### src/rtl/maxpool_pkg.sv
// rtl/maxpool_pkg.sv - state encoding and counter width helpers shared by the max-pool sequencer
package maxpool_pkg;

  typedef enum logic [1:0] {
    IDLE   = 2'd0,
    CLEAR  = 2'd1,
    STREAM = 2'd2,
    DRAIN  = 2'd3
  } state_e;

  // Bits needed to count 0..n-1; a single-value counter still gets one bit.
  function automatic int cnt_w(input int n);
    return (n > 1) ? $clog2(n) : 1;
  endfunction

  function automatic int col_w(input int w);
    return cnt_w(w);
  endfunction

  function automatic int row_w(input int h);
    return cnt_w(h);
  endfunction

  function automatic int ch_w(input int ch);
    return cnt_w(ch);
  endfunction

  function automatic int stats_w(input int w, input int h);
    return $clog2((w / 2) * (h / 2) + 1);
  endfunction

endpackage

### src/rtl/maxpool_pos_cnt.sv
// rtl/maxpool_pos_cnt.sv - cascaded col/row/ch position counter with parity and terminal flags
module maxpool_pos_cnt
  import maxpool_pkg::*;
#(
  parameter int W  = 30,
  parameter int H  = 30,
  parameter int CH = 4
) (
  input  logic iCLK,
  input  logic iRSTn,
  input  logic pos_clr_i,
  input  logic col_inc_i,
  input  logic ch_clr_i,
  input  logic ch_inc_i,
  output logic col_odd_o,
  output logic row_odd_o,
  output logic col_last_o,
  output logic row_last_o,
  output logic ch_last_o
);

  localparam int CW  = col_w(W);
  localparam int RW  = row_w(H);
  localparam int HW  = ch_w(CH);
  localparam logic [CW-1:0] COL_MAX = CW'(W - 1);
  localparam logic [RW-1:0] ROW_MAX = RW'(H - 1);
  localparam logic [HW-1:0] CH_MAX  = HW'(CH - 1);

  logic [CW-1:0] col_q, col_d;
  logic [RW-1:0] row_q, row_d;
  logic [HW-1:0] ch_q, ch_d;

  always_ff @(posedge iCLK or negedge iRSTn) begin
    if (!iRSTn) begin
      col_q <= '0;
      row_q <= '0;
      ch_q  <= '0;
    end else begin
      col_q <= col_d;
      row_q <= row_d;
      ch_q  <= ch_d;
    end
  end

  always_comb begin
    col_d = col_q;
    row_d = row_q;
    ch_d  = ch_q;
    if (pos_clr_i) begin
      col_d = '0;
      row_d = '0;
    end else if (col_inc_i) begin
      if (col_last_o) begin
        col_d = '0;
        row_d = row_last_o ? '0 : row_q + RW'(1);
      end else begin
        col_d = col_q + CW'(1);
      end
    end
    if (ch_clr_i) begin
      ch_d = '0;
    end else if (ch_inc_i && !ch_last_o) begin
      ch_d = ch_q + HW'(1);
    end
  end

  assign col_odd_o  = col_q[0];
  assign row_odd_o  = row_q[0];
  assign col_last_o = (col_q == COL_MAX);
  assign row_last_o = (row_q == ROW_MAX);
  assign ch_last_o  = (ch_q == CH_MAX);

endmodule

### src/rtl/maxpool_seq.sv
// rtl/maxpool_seq.sv - 2x2 binary max-pool sequencer; define MAXPOOL_SEQ_STATS_EN to add the oONES counter
module maxpool_seq
  import maxpool_pkg::*;
#(
  parameter int W  = 30,
  parameter int H  = 30,
  parameter int CH = 4
) (
  input  logic iCLK,
  input  logic iRSTn,
  input  logic iSTART,
  input  logic iDATA,
  input  logic iVALID,
  output logic oREADY,
  output logic oEN,
  output logic oCLR,
  input  logic iPOOL,
  output logic oDATA,
  output logic oVALID,
  input  logic iREADY,
  output logic oBUSY,
  output logic oDONE
`ifdef MAXPOOL_SEQ_STATS_EN
  ,
  output logic [stats_w(W, H)-1:0] oONES
`endif
);

  state_e state_q, state_d;
  logic   pend_q, pend_d;
  logic   ovalid_q, ovalid_d;
  logic   odata_q, odata_d;
  logic   col_odd, row_odd, col_last, row_last, ch_last;
  logic   cap, pool_hit, drain_exit;

  // Pixel data goes straight to the line buffer one level up.
  logic unused_data;
  assign unused_data = iDATA;

  assign cap        = pend_q && (!ovalid_q || iREADY);
  assign pool_hit   = oEN && row_odd && col_odd;
  assign drain_exit = (state_q == DRAIN) && !pend_q && !ovalid_q;

  maxpool_pos_cnt #(.W(W), .H(H), .CH(CH)) u_pos (
    .iCLK      (iCLK),
    .iRSTn     (iRSTn),
    .pos_clr_i (state_q == CLEAR),
    .col_inc_i (oEN),
    .ch_clr_i  ((state_q == IDLE) && iSTART),
    .ch_inc_i  (drain_exit),
    .col_odd_o (col_odd),
    .row_odd_o (row_odd),
    .col_last_o(col_last),
    .row_last_o(row_last),
    .ch_last_o (ch_last)
  );

  always_ff @(posedge iCLK or negedge iRSTn) begin
    if (!iRSTn) begin
      state_q <= IDLE;
    end else begin
      state_q <= state_d;
    end
  end

  always_comb begin
    state_d = state_q;
    unique case (state_q)
      IDLE:    if (iSTART) state_d = CLEAR;
      CLEAR:   state_d = STREAM;
      STREAM:  if (oEN && row_last && col_last) state_d = DRAIN;
      DRAIN:   if (drain_exit) state_d = ch_last ? IDLE : CLEAR;
      default: state_d = IDLE;
    endcase
  end

  always_comb begin
    oREADY = (state_q == STREAM) && !(ovalid_q && !iREADY) && !(pend_q && ovalid_q && !iREADY);
    oEN    = iVALID && oREADY;
    oCLR   = (state_q == CLEAR);
    oBUSY  = (state_q != IDLE);
    oDONE  = (state_q == DRAIN) && ch_last && !pend_q && ovalid_q && iREADY;
  end

  // iPOOL is sampled one cycle after the odd/odd shift, once the window holds it.
  always_comb begin
    pend_d   = pend_q;
    ovalid_d = ovalid_q;
    odata_d  = odata_q;
    if (pool_hit) begin
      pend_d = 1'b1;
    end else if (cap) begin
      pend_d = 1'b0;
    end
    if (cap) begin
      ovalid_d = 1'b1;
      odata_d  = iPOOL;
    end else if (iREADY) begin
      ovalid_d = 1'b0;
    end
  end

  always_ff @(posedge iCLK or negedge iRSTn) begin
    if (!iRSTn) begin
      pend_q   <= 1'b0;
      ovalid_q <= 1'b0;
      odata_q  <= 1'b0;
    end else begin
      pend_q   <= pend_d;
      ovalid_q <= ovalid_d;
      odata_q  <= odata_d;
    end
  end

  assign oVALID = ovalid_q;
  assign oDATA  = odata_q;

`ifdef MAXPOOL_SEQ_STATS_EN
  localparam int SW = stats_w(W, H);
  localparam logic [SW-1:0] ONES_MAX = '1;

  logic [SW-1:0] ones_q, ones_d;

  always_comb begin
    ones_d = ones_q;
    if (state_q == CLEAR) begin
      ones_d = '0;
    end else if (cap && iPOOL && (ones_q != ONES_MAX)) begin
      ones_d = ones_q + SW'(1);
    end
  end

  always_ff @(posedge iCLK or negedge iRSTn) begin
    if (!iRSTn) begin
      ones_q <= '0;
    end else begin
      ones_q <= ones_d;
    end
  end

  assign oONES = ones_q;
`endif

endmodule

### config.mk
export PLATFORM = sky130hd
export DESIGN_NAME = maxpool_seq
export DESIGN_NICKNAME = d
export VERILOG_FILES = /design/src/rtl/maxpool_pkg.sv /design/src/rtl/maxpool_pos_cnt.sv /design/src/rtl/maxpool_seq.sv
export SDC_FILE = /design/constraint.sdc
export NUM_CORES = 1
export LEC_CHECK = 0
export BUFFER_PORTS_ARGS = -buffer_cell sky130_fd_sc_hd__clkbuf_2
export CORE_MARGIN = 5
export CORE_UTILIZATION = 50
export CTS_CLUSTER_DIAMETER = 100
export DETAILED_ROUTE_END_ITERATION = 8
export PLACE_DENSITY = 0.73
export SETUP_SLACK_MARGIN = 0.15
export SLEW_MARGIN = 20
export SYNTH_ARGS = -nofsm -noshare
export SYNTH_HDL_FRONTEND = slang
export SYNTH_HIERARCHICAL = 1
export SYNTH_SLANG_ARGS = --single-unit
### constraint.sdc
create_clock -name iCLK -period 1.8 [get_ports iCLK]
set_clock_uncertainty 0.15 [all_clocks]
set_input_delay 0.18 -clock iCLK [delete_from_list [all_inputs] [get_ports iCLK]]
set_output_delay 0.18 -clock iCLK [all_outputs]
set_load 0.01 [all_outputs]
* Word-level counts from Yosys, hierarchy flattened
Index checks and enable logic that the tools add are counted.
** Word-level totals
- Flip-flop bits (word level) :: 17
- Input port bits :: 7
- Output and inout bits :: 7
- Logic and storage cells :: 72
** Cells by class
- Add/sub/neg operators :: 3
- Eq/ne operators :: 9
- Mux-type cells :: 18
- Reduce and logical (&&, ||, !) cells :: 35
** Operators with widths (number)
- two-way mux 5 bit :: 7
- logical AND 1 bit :: 19
- nonzero test 2 bit :: 6
- adder 5 x 1 -> 5 bit (second input constant) :: 2
- equality test 5 bit (second input constant) :: 2
- two-way mux 2 bit :: 5
- case mux 2 bit (4 select lines) :: 1
- equality test 2 bit (second input constant) :: 3
- logical NOT 1 bit :: 6
- two-way mux 1 bit :: 5
- inequality test 2 bit (second input constant) :: 2
- AND reduction 3 bit :: 1
- adder 2 x 1 -> 2 bit (second input constant) :: 1
- equality test 2 x 1 -> 1 bit (second input constant) :: 1
- logical NOT 2 bit :: 1
- inequality test 2 x 1 -> 1 bit (second input constant) :: 1
- AND reduction 2 bit :: 1
- logical OR 1 bit :: 1

* Logic depth before layout (Yosys ltp)
Gate-level depths: netlist (run 1).
- Depth in word-level cells :: 10
- Mapped depth :: 8

* By module
The synthesis (run 1) kept the hierarchy.
** By module, submodules not included
- maxpool_pos_cnt :: times used 1, cells each 71, area an instance 695.7 um^2, seq. area each 300.3 um^2
- maxpool_seq :: times used 1, cells each 39, area an instance 369.1 um^2, seq. area each 125.1 um^2

* Worst setup path before layout (run 1)
OpenSTA, ideal clock, no wires.
- Path kind :: register -> register
- Start point :: register state_q[0]
- End point :: register u_pos.row_q[3]
- Setup time :: 0.122 ns
- Arrival time :: 1.744 ns
- Data required time :: 1.528 ns
- Path slack :: -0.216 ns
- Stages on the path, launching flop included :: 8
- Path buffers :: 1
- Clock period less this slack :: 2.016 ns
- Path through :: dfrtp_1 > inv_1 > ha_1 > and3_1 > buf_2 > nand3_2 > a211o_1 > a32o_1
** On the way
- Longest elaborated chain between the ends :: 6
** RTL lines
- from (decl) :: line maxpool_seq.sv:29 : state_e state_q, state_d;
- from (signal assigned) :: line maxpool_seq.sv:62 : state_q <= state_d;
- equality test 2 bit :: line maxpool_seq.sv:78 : oREADY = (state_q == STREAM) && !(ovalid_q && !iREADY) && !(pend_q && ovalid_q && !iREADY);
- logical AND 1 bit (2 in a row) :: line maxpool_seq.sv:78
- logical AND 1 bit :: line maxpool_seq.sv:79 : oEN = iVALID && oREADY;
- named net oEN :: line maxpool_seq.sv:15 : output logic oEN,
- nonzero test 2 bit (no line)
- AND reduction 2 bit (no line)
- to (signal assigned) :: line maxpool_pos_cnt.sv:40 : row_q <= row_d;
- to (decl) :: line maxpool_pos_cnt.sv:30 : logic [RW-1:0] row_q, row_d;
The timed path passes the listed nets, and every way through them passes these cells.
A chain may end at the register's enable or synchronous reset.

* Worst setup path after layout (run 1)
- Start point :: register state_q[0]
- End point :: register u_pos.row_q[3]
** On the way
- Longest elaborated chain between the ends :: 6
** RTL lines (line)
- equality test 2 bit :: maxpool_seq.sv:78
- logical AND 1 bit (2 in a row) :: maxpool_seq.sv:78
- logical AND 1 bit :: maxpool_seq.sv:79
- nonzero test 2 bit (no line)
- AND reduction 2 bit (no line)
Several ways; a longest one is shown, not always the timed one.

==> results of run 1 <==
[logic make-up after synthesis]
family / count (synthesis) / share of synthesized area (%)
muxes: 3 / 3.41
and+or+nand+nor: 42 / 23.5
xor gates and xnor gates: 2 / 1.65
DFF: 17 / 40.0
AOI/OAI and AO/OA: 25 / 15.7
adders and majority gates: 10 / 11.8
buffers and inverters: 11 / 3.99
[what timing repair did]
item | CTS | global route
pin swaps | 8 | 5
resized for setup | 9 | 12
endpoints found under the hold margin | 18 | 0
hold buffers | 2 | 0
setup buffers | 8 | 1
setup endpoints to repair | 11 | 15
[critical path: cells and delay by family, from the launching register on]
kind                       cells  cell delay [ns]
and+or+nand+nor                2             0.34
adders and majority gates      1             0.13
DFF                            1             0.40
AOI/OAI and AO/OA              2             0.51
buffers and inverters          1             0.08
[layer usage]
| layer | vias up | global-route usage (%) | part of all wire (%) |
|---|---|---|---|
| li1 | 463 | - | - |
| met1 | 468 | 21.0 | 45 |
| met2 | 11 | 30.2 | 51 |
| met3 | 2 | 3.94 | 2.6 |
| met4 | 0 | 6.10 | 0.93 |
| met5 | - | 0 | 0 |
[stage by stage]
step	hold WS, ns	worst slack [ns]	cells
final	0.0375	0.0841	169
after global placement	-0.0152	0.0619	154
after detailed placement	-0.00990	0.0203	154
after global routing	0.0332	0.0129	169
after CTS	0.0358	0.0918	168
after floorplan	-0.266	0.0149	110
[sequential cells by signal, indices dropped and copies added (netlist names)]
name / cells
oDATA: 1
pend_q: 1
oVALID: 1
state_q: 2
u_pos/ch_q: 2
u_pos/col_q: 5
u_pos/row_q: 5
[worst paths after layout]
| path | from | end | cells past startpoint |
|---|---|---|---|
| worst max-delay path | state_q[0] | u_pos/row_q[3] | 6 |
| worst min-delay path | iVALID | pend_q | 3 |
| worst max register to register | state_q[0] | u_pos/row_q[3] | 6 |
| worst min register to register | u_pos/row_q[4] | u_pos/row_q[4] | 1 |
| max in group asynchronous | iRSTn | u_pos/col_q[4] | 2 |
| min in group asynchronous | iRSTn | u_pos/row_q[0] | 2 |
[power by group]
part / total (mW) / leakage, nW / internal (mW) / switching, mW
clock network: 0.200 / 0.0150 / 0.0859 / 0.114
registers: 0.579 / 0.207 / 0.471 / 0.108
logic: 0.601 / 0.389 / 0.307 / 0.293
[cell type report]
type / count / area [sq um] / area share (%)
Tap cell: 27 / 33.8 / 2.36
Inverter: 9 / 33.8 / 2.36
Sequential cell: 17 / 425 / 29.7
Clock buffer: 4 / 26.3 / 1.83
Timing Repair Buffer: 30 / 200 / 14.0
Multi-Input combinational cell: 82 / 714 / 49.8
[cells in the mapped netlist, drive strengths merged (2+ instances only)]
library cell / n
nor2b: 2
and2: 2
mux2: 2
and3: 2
a32o: 2
o21ai: 6
nand3b: 3
nand3: 7
inv: 9
nor2: 6
nor3: 2
dfrtp: 17
nand2: 4
nand2b: 4
a21oi: 7
nand4: 5
ha: 10
or4: 2
a31oi: 2
==> key figures, run 1 <==
Outcome
  • Status: complete, no violations

Timing
  • Final setup fails: 0
  • Post-route setup TNS: 0 ns
  • Max Freq: 0.583 GHz
  • Final critical-path required period: 1.72 ns
  • Hold Vio Cnt, Final: 0
  • Worst slew pin tran: 0.440 ns
  • Fin crit share: 95.3%
  • RSZ-0062 raised after global routing: yes
  • Slew HR: 70.7%
  • Max Slew Vio Count: 0

Clock network
  • TritonCTS Sinks: 17
  • Worst-path clk slew: 0.10 ns
  • Root Buffer: clkbuf_4
  • Skew-Pair Late Insertion Delay: 0.28 ns
  • Clock H-tree levels: 1
  • Num CTS Buffers: 3
  • CTS tree: built
  • Maximum buffer depth of the clock tree: 2

Route
  • ANT nets after route: 0
  • Drt pass-1 iters: 4
  • Drt total wl: 2.48 mm
  • # DRC: 0
  • 1st-iter DRT viols: 22
  • Avg WL per Cell: 14.7 um
  • DR vias: 944
  • Vias per cell: 5.59

Die
  • DIE WIDTH: 56.1 um
  • Die Y: 56.1 um
  • Core area: 0.00200 sq mm
  • Top Ports: 14
  • Die area: 0.00315 sq mm
  • Initial Util: 53.2%
  • Row count: 16

Yosys
  • Cell area after synthesis: 0.00106 sq mm
  • Yosys reg bits: 17
  • Mapped Avg Cell Area: 9.68 sq um
  • Prevailing post-synth register cell: dfrtp_1
  • Synth warn: 6
  • Post-synthesis sequential area ratio: 40.0%
  • Synth async-reset ratio: 100%
  • Yosys cell types: 40
  • Synth area leader: dfrtp_1
  • Synth Instances: 110
  • Syn_nets: 127
  • Synth top area share: 40.0%
  • Top post-synthesis cells by area: dfrtp_1, ha_1, a21oi_1
  • EDFF count, synth: 0

Global routing
  • Pin count of the biggest net entering global routing: 18
  • First-pass GRT wire length: 4.38 mm
  • Total Routing Usage GR: 17.4%
  • GRT overflow: 0
  • Initial antenna violation count: 0
  • Vias in the first global route: 972

Setup path
  • WP data required: 1.83 ns
  • CP max FO: 7
  • WS Path Type: reg -> reg
  • CP cell instances: inv_2, ha_4, and3_4, nand3_4, a211o_1, a32o_1
  • Register-to-register setup slack: 0.08 ns
  • Crit-path max cell delay: 0.40 ns
  • Worst Setup Start Kind: register
  • Worst EP arrival: 1.74 ns
  • Worst path slowest cell: dfrtp_1
  • CP endpoint kind: register

Place
  • PortBufs: 12
  • RePlAce Congestion: 0.843
  • Placed cell area: 0.00123 sq mm
  • HPWL after DPL: 1.77 mm

Pwr
  • Peak supply drop: 0.666 mV
  • Leakage: 0.610 nW
  • Total power: 1.38 mW
  • Power Density: 962 mW/mm^2

Cells and area
  • Commonest cells after routing, fill and taps aside: dfrtp_1, buf_4, clkbuf_2, inv_1, ha_1
  • Area Growth Syn to Fin: 34.7%
  • Finished Cell Area: 0.00143 sq mm
  • FILL cells: 157
  • Antenna Cells: 0
  • Final net count: 160
  • Commonest non-fill, non-tap cell in the layout: dfrtp_1
  • Fin util: 71.6%
  • Share of post-route cells with drive strength above 1: 40.8%

Flow run
  • Max cap viols: 0

Min path
  • Hold Path Class: in -> reg
(Power assumes the default switching activity.)
==> inputs of run 2 (changes only) <==
BUFFER_PORTS_ARGS = -buffer_cell sky130_fd_sc_hd__buf_2   (was -buffer_cell sky130_fd_sc_hd__clkbuf_2)
==> run 2 against run 1 <==
  * Routed wire length increased by 14%
  * Non-clock buffer count increased by 6
  * Sequential power is essentially flat
  * Largest cell class unchanged
  * Flip-flop and latch count stayed put
  * Hold slack got worse by 0.019 ns
  * Worst setup slack lost 0.084 ns
  * Combinational power increased by 10%
  * Final area up 3.7%
  * Highest routed layer unchanged
==> key figures, run 2 (same netlist as run 1, synthesis figures left out) <==
Cells and area
  • Commonest non-fill, non-tap cell in the layout: buf_4
  • Commonest cells after routing, fill and taps aside: buf_4, dfrtp_1, buf_2, inv_1
  • Share of post-route cells with drive strength above 1: 44.6% (+3.7 points)
  • FILL cells: 149 (-5.1%)
  • Antenna Cells: 0 (unchanged)
  • Area Growth Syn to Fin: 39.6%
  • Final net count: 166 (+3.8%)
  • Largest registers: u_pos/col_q: 5 flops, u_pos/row_q: 5 flops

Place
  • HPWL after DPL: 1.72 mm (-3.1%)
  • PortBufs: 12 (unchanged)
  • RePlAce Congestion: 0.842 (-0.11%)

Pwr
  • Net Switching: 0.559 mW (+8.4%)
  • Sw frac: 38.2% (+0.81 points)
  • Internal power: 0.905 mW (+4.7%)
  • Power Density: 985 mW/mm^2 (+2.3%)
  • Clk pwr share: 15.4% (+0.9 points)
  • Gate power share: 45.2% (+1.7 points)
  • Leakage: 0.644 nW (+5.6%)
  • Peak supply drop: 0.875 mV (+31%)
  • Sequential power share: 39.4% (-2.6 points)
  • Total power: 1.46 mW (+6.1%)

Die
  • DIE WIDTH: 56.1 um (unchanged)
  • Initial Util: 53.2% (unchanged)
  • Die area: 0.00315 sq mm (unchanged)
  • Core area: 0.00200 sq mm (unchanged)
  • Row count: 16 (unchanged)
  • Top Ports: 14 (unchanged)
  • Die Y: 56.1 um (unchanged)

Clock network
  • Worst-path clk slew: 0.11 ns (about the same)
  • CTS tree: built
  • Clock H-tree levels: 1 (unchanged)
  • Maximum buffer depth of the clock tree: 2 (unchanged)
  • Skew-Pair Late Insertion Delay: 0.30 ns (+0.02 ns)
  • TritonCTS Sinks: 17 (unchanged)
  • Num CTS Buffers: 3 (unchanged)
  • Root Buffer: clkbuf_4

Setup path
  • Worst path slowest cell: or4_4
  • Worst Setup Start Kind: register
  • Crit-path max cell delay: 0.47 ns (+0.07 ns)
  • CP endpoint kind: register
  • Worst EP arrival: 1.89 ns (+0.15 ns)
  • Register-to-register setup slack: 0.0006 ns (-0.08 ns)
  • Crit-path leading delay family: simple AND/OR/NAND/NOR gates
  • CP cell instances: ha_2, nand4_1, inv_2, buf_4, or4_4, a21oi_2
  • WP data required: 1.89 ns (+0.06 ns)
  • WS Path Type: reg -> reg
  • CP bufs+invs: 2 (+1)
  • CP max FO: 4 (-3)

Route
  • Drt pass-1 iters: 4 (unchanged)
  • DR vias: 992 (+5.1%)
  • 1st-iter DRT viols: 23 (+4.5%)
  • Vias per cell: 5.67 (+1.5%)
  • Drt total wl: 2.83 mm (+14%)
  • ANT nets after route: 0 (unchanged)
  • # DRC: 0 (unchanged)
  • Avg WL per Cell: 16.2 um (+10%)

Timing
  • Max Slew Vio Count: 0 (unchanged)
  • Max Freq: 0.556 GHz (-4.6%)
  • Final critical-path required period: 1.80 ns (+0.0835 ns)
  • Slew HR: 74.8% (+4.1 points)
  • Post-route setup TNS: 0 ns (unchanged)
  • Hold Vio Cnt, Final: 0 (unchanged)
  • Final setup fails: 0 (unchanged)
  • Fin crit share: 100% (+4.6 points)
  • Worst slew pin tran: 0.379 ns (-0.0610 ns)
  • RSZ-0062 raised after global routing: yes

Global routing
  • Pin count of the biggest net entering global routing: 18 (unchanged)
  • Initial antenna violation count: 0 (unchanged)
  • First-pass GRT wire length: 4.44 mm (+1.4%)
  • Vias in the first global route: 956 (-1.6%)
  • Total Routing Usage GR: 17.7% (+0.31 points)
  • GRT overflow: 0 (unchanged)

Min path
  • Hold Path Class: in -> reg

Flow run
  • Max cap viols: 0 (unchanged)

Outcome
  • Status: complete, no violations
run 2: cell count changes in the layout (fill, tap and decap cells not counted), moves of 2 or more:
cell      previous run  this run
buf_6                0         4
clkbuf_2            11         0
buf_4               16        19
ha_1                 6         4
ha_2                 1         3
o21ai_2              0         2
buf_2                1        11
run 2: final cells by class:
class	count	area [sq um]	share of cell area, %
Inverter	9	33.8	2.27
Sequential cell	17	425	28.6
Clock inverter	1	7.51	0.505
Multi-Input combinational cell	82	701	47.1
Timing Repair Buffer	36	263	17.7
Clock buffer	3	22.5	1.52
Tap cell	27	33.8	2.27
run 2: metrics by stage:
stage / setup slack, ns / instances / area (sq um) / utilization, % / hold WS [ns]
after global routing: -0.0753 / 175 / 1490 / 74.3 / 0.0336
after CTS: 0.0644 / 170 / 1390 / 69.6 / 0.0144
after floorplan: 0.0149 / 110 / 1100 / - / -0.266
after global placement: 0.0606 / 154 / 1230 / 61.4 / -0.0299
final: 0.000583 / 175 / 1490 / 74.3 / 0.0181
after detailed placement: -0.0203 / 154 / 1230 / 61.4 / -0.0293
run 2: worst min-delay path, stage by stage:
cell and delay (ns):
buf_2 0.13, nand4_1 0.08, o21ai_0 0.06
run 2: layer usage:
| metal | wire length [um] | vias up | track usage [%] |
|---|---|---|---|
| met5 | 0 | - | 0 |
| met4 | 30 | 0 | 6.44 |
| met3 | 109 | 6 | 5.57 |
| met2 | 1460 | 23 | 28.7 |
| met1 | 1230 | 487 | 22.1 |
| li1 | - | 476 | - |
run 2: timing repair:
item,CTS,global route
setup endpoints to repair,11,16
buffers inserted,10,5
resized for setup,9,16
pin swaps,5,3
hold buffers,2,0
endpoints found under the hold margin,18,0
run 2: path summary, 6_finish.rpt:
check | from | end | cells past startpoint
setup / recovery | u_pos/row_q[0] | u_pos/row_q[1] | 6
hold / removal | iVALID | pend_q | 3
setup reg to reg | u_pos/row_q[0] | u_pos/row_q[1] | 6
hold reg to reg | u_pos/row_q[4] | u_pos/row_q[4] | 1
max in group asynchronous | iRSTn | u_pos/col_q[0] | 2
min in group asynchronous | iRSTn | u_pos/row_q[3] | 2
run 2: power groups by stage:
stage / logic (mW) / registers (mW) / clock network, mW
floorplan: 0.284 / 0.592 / 0
global placement: 0.458 / 0.566 / 0
detailed placement: 0.478 / 0.573 / 0
CTS: 0.574 / 0.570 / 0.225
global route: 0.723 / 0.591 / 0.251
finish: 0.661 / 0.577 / 0.225
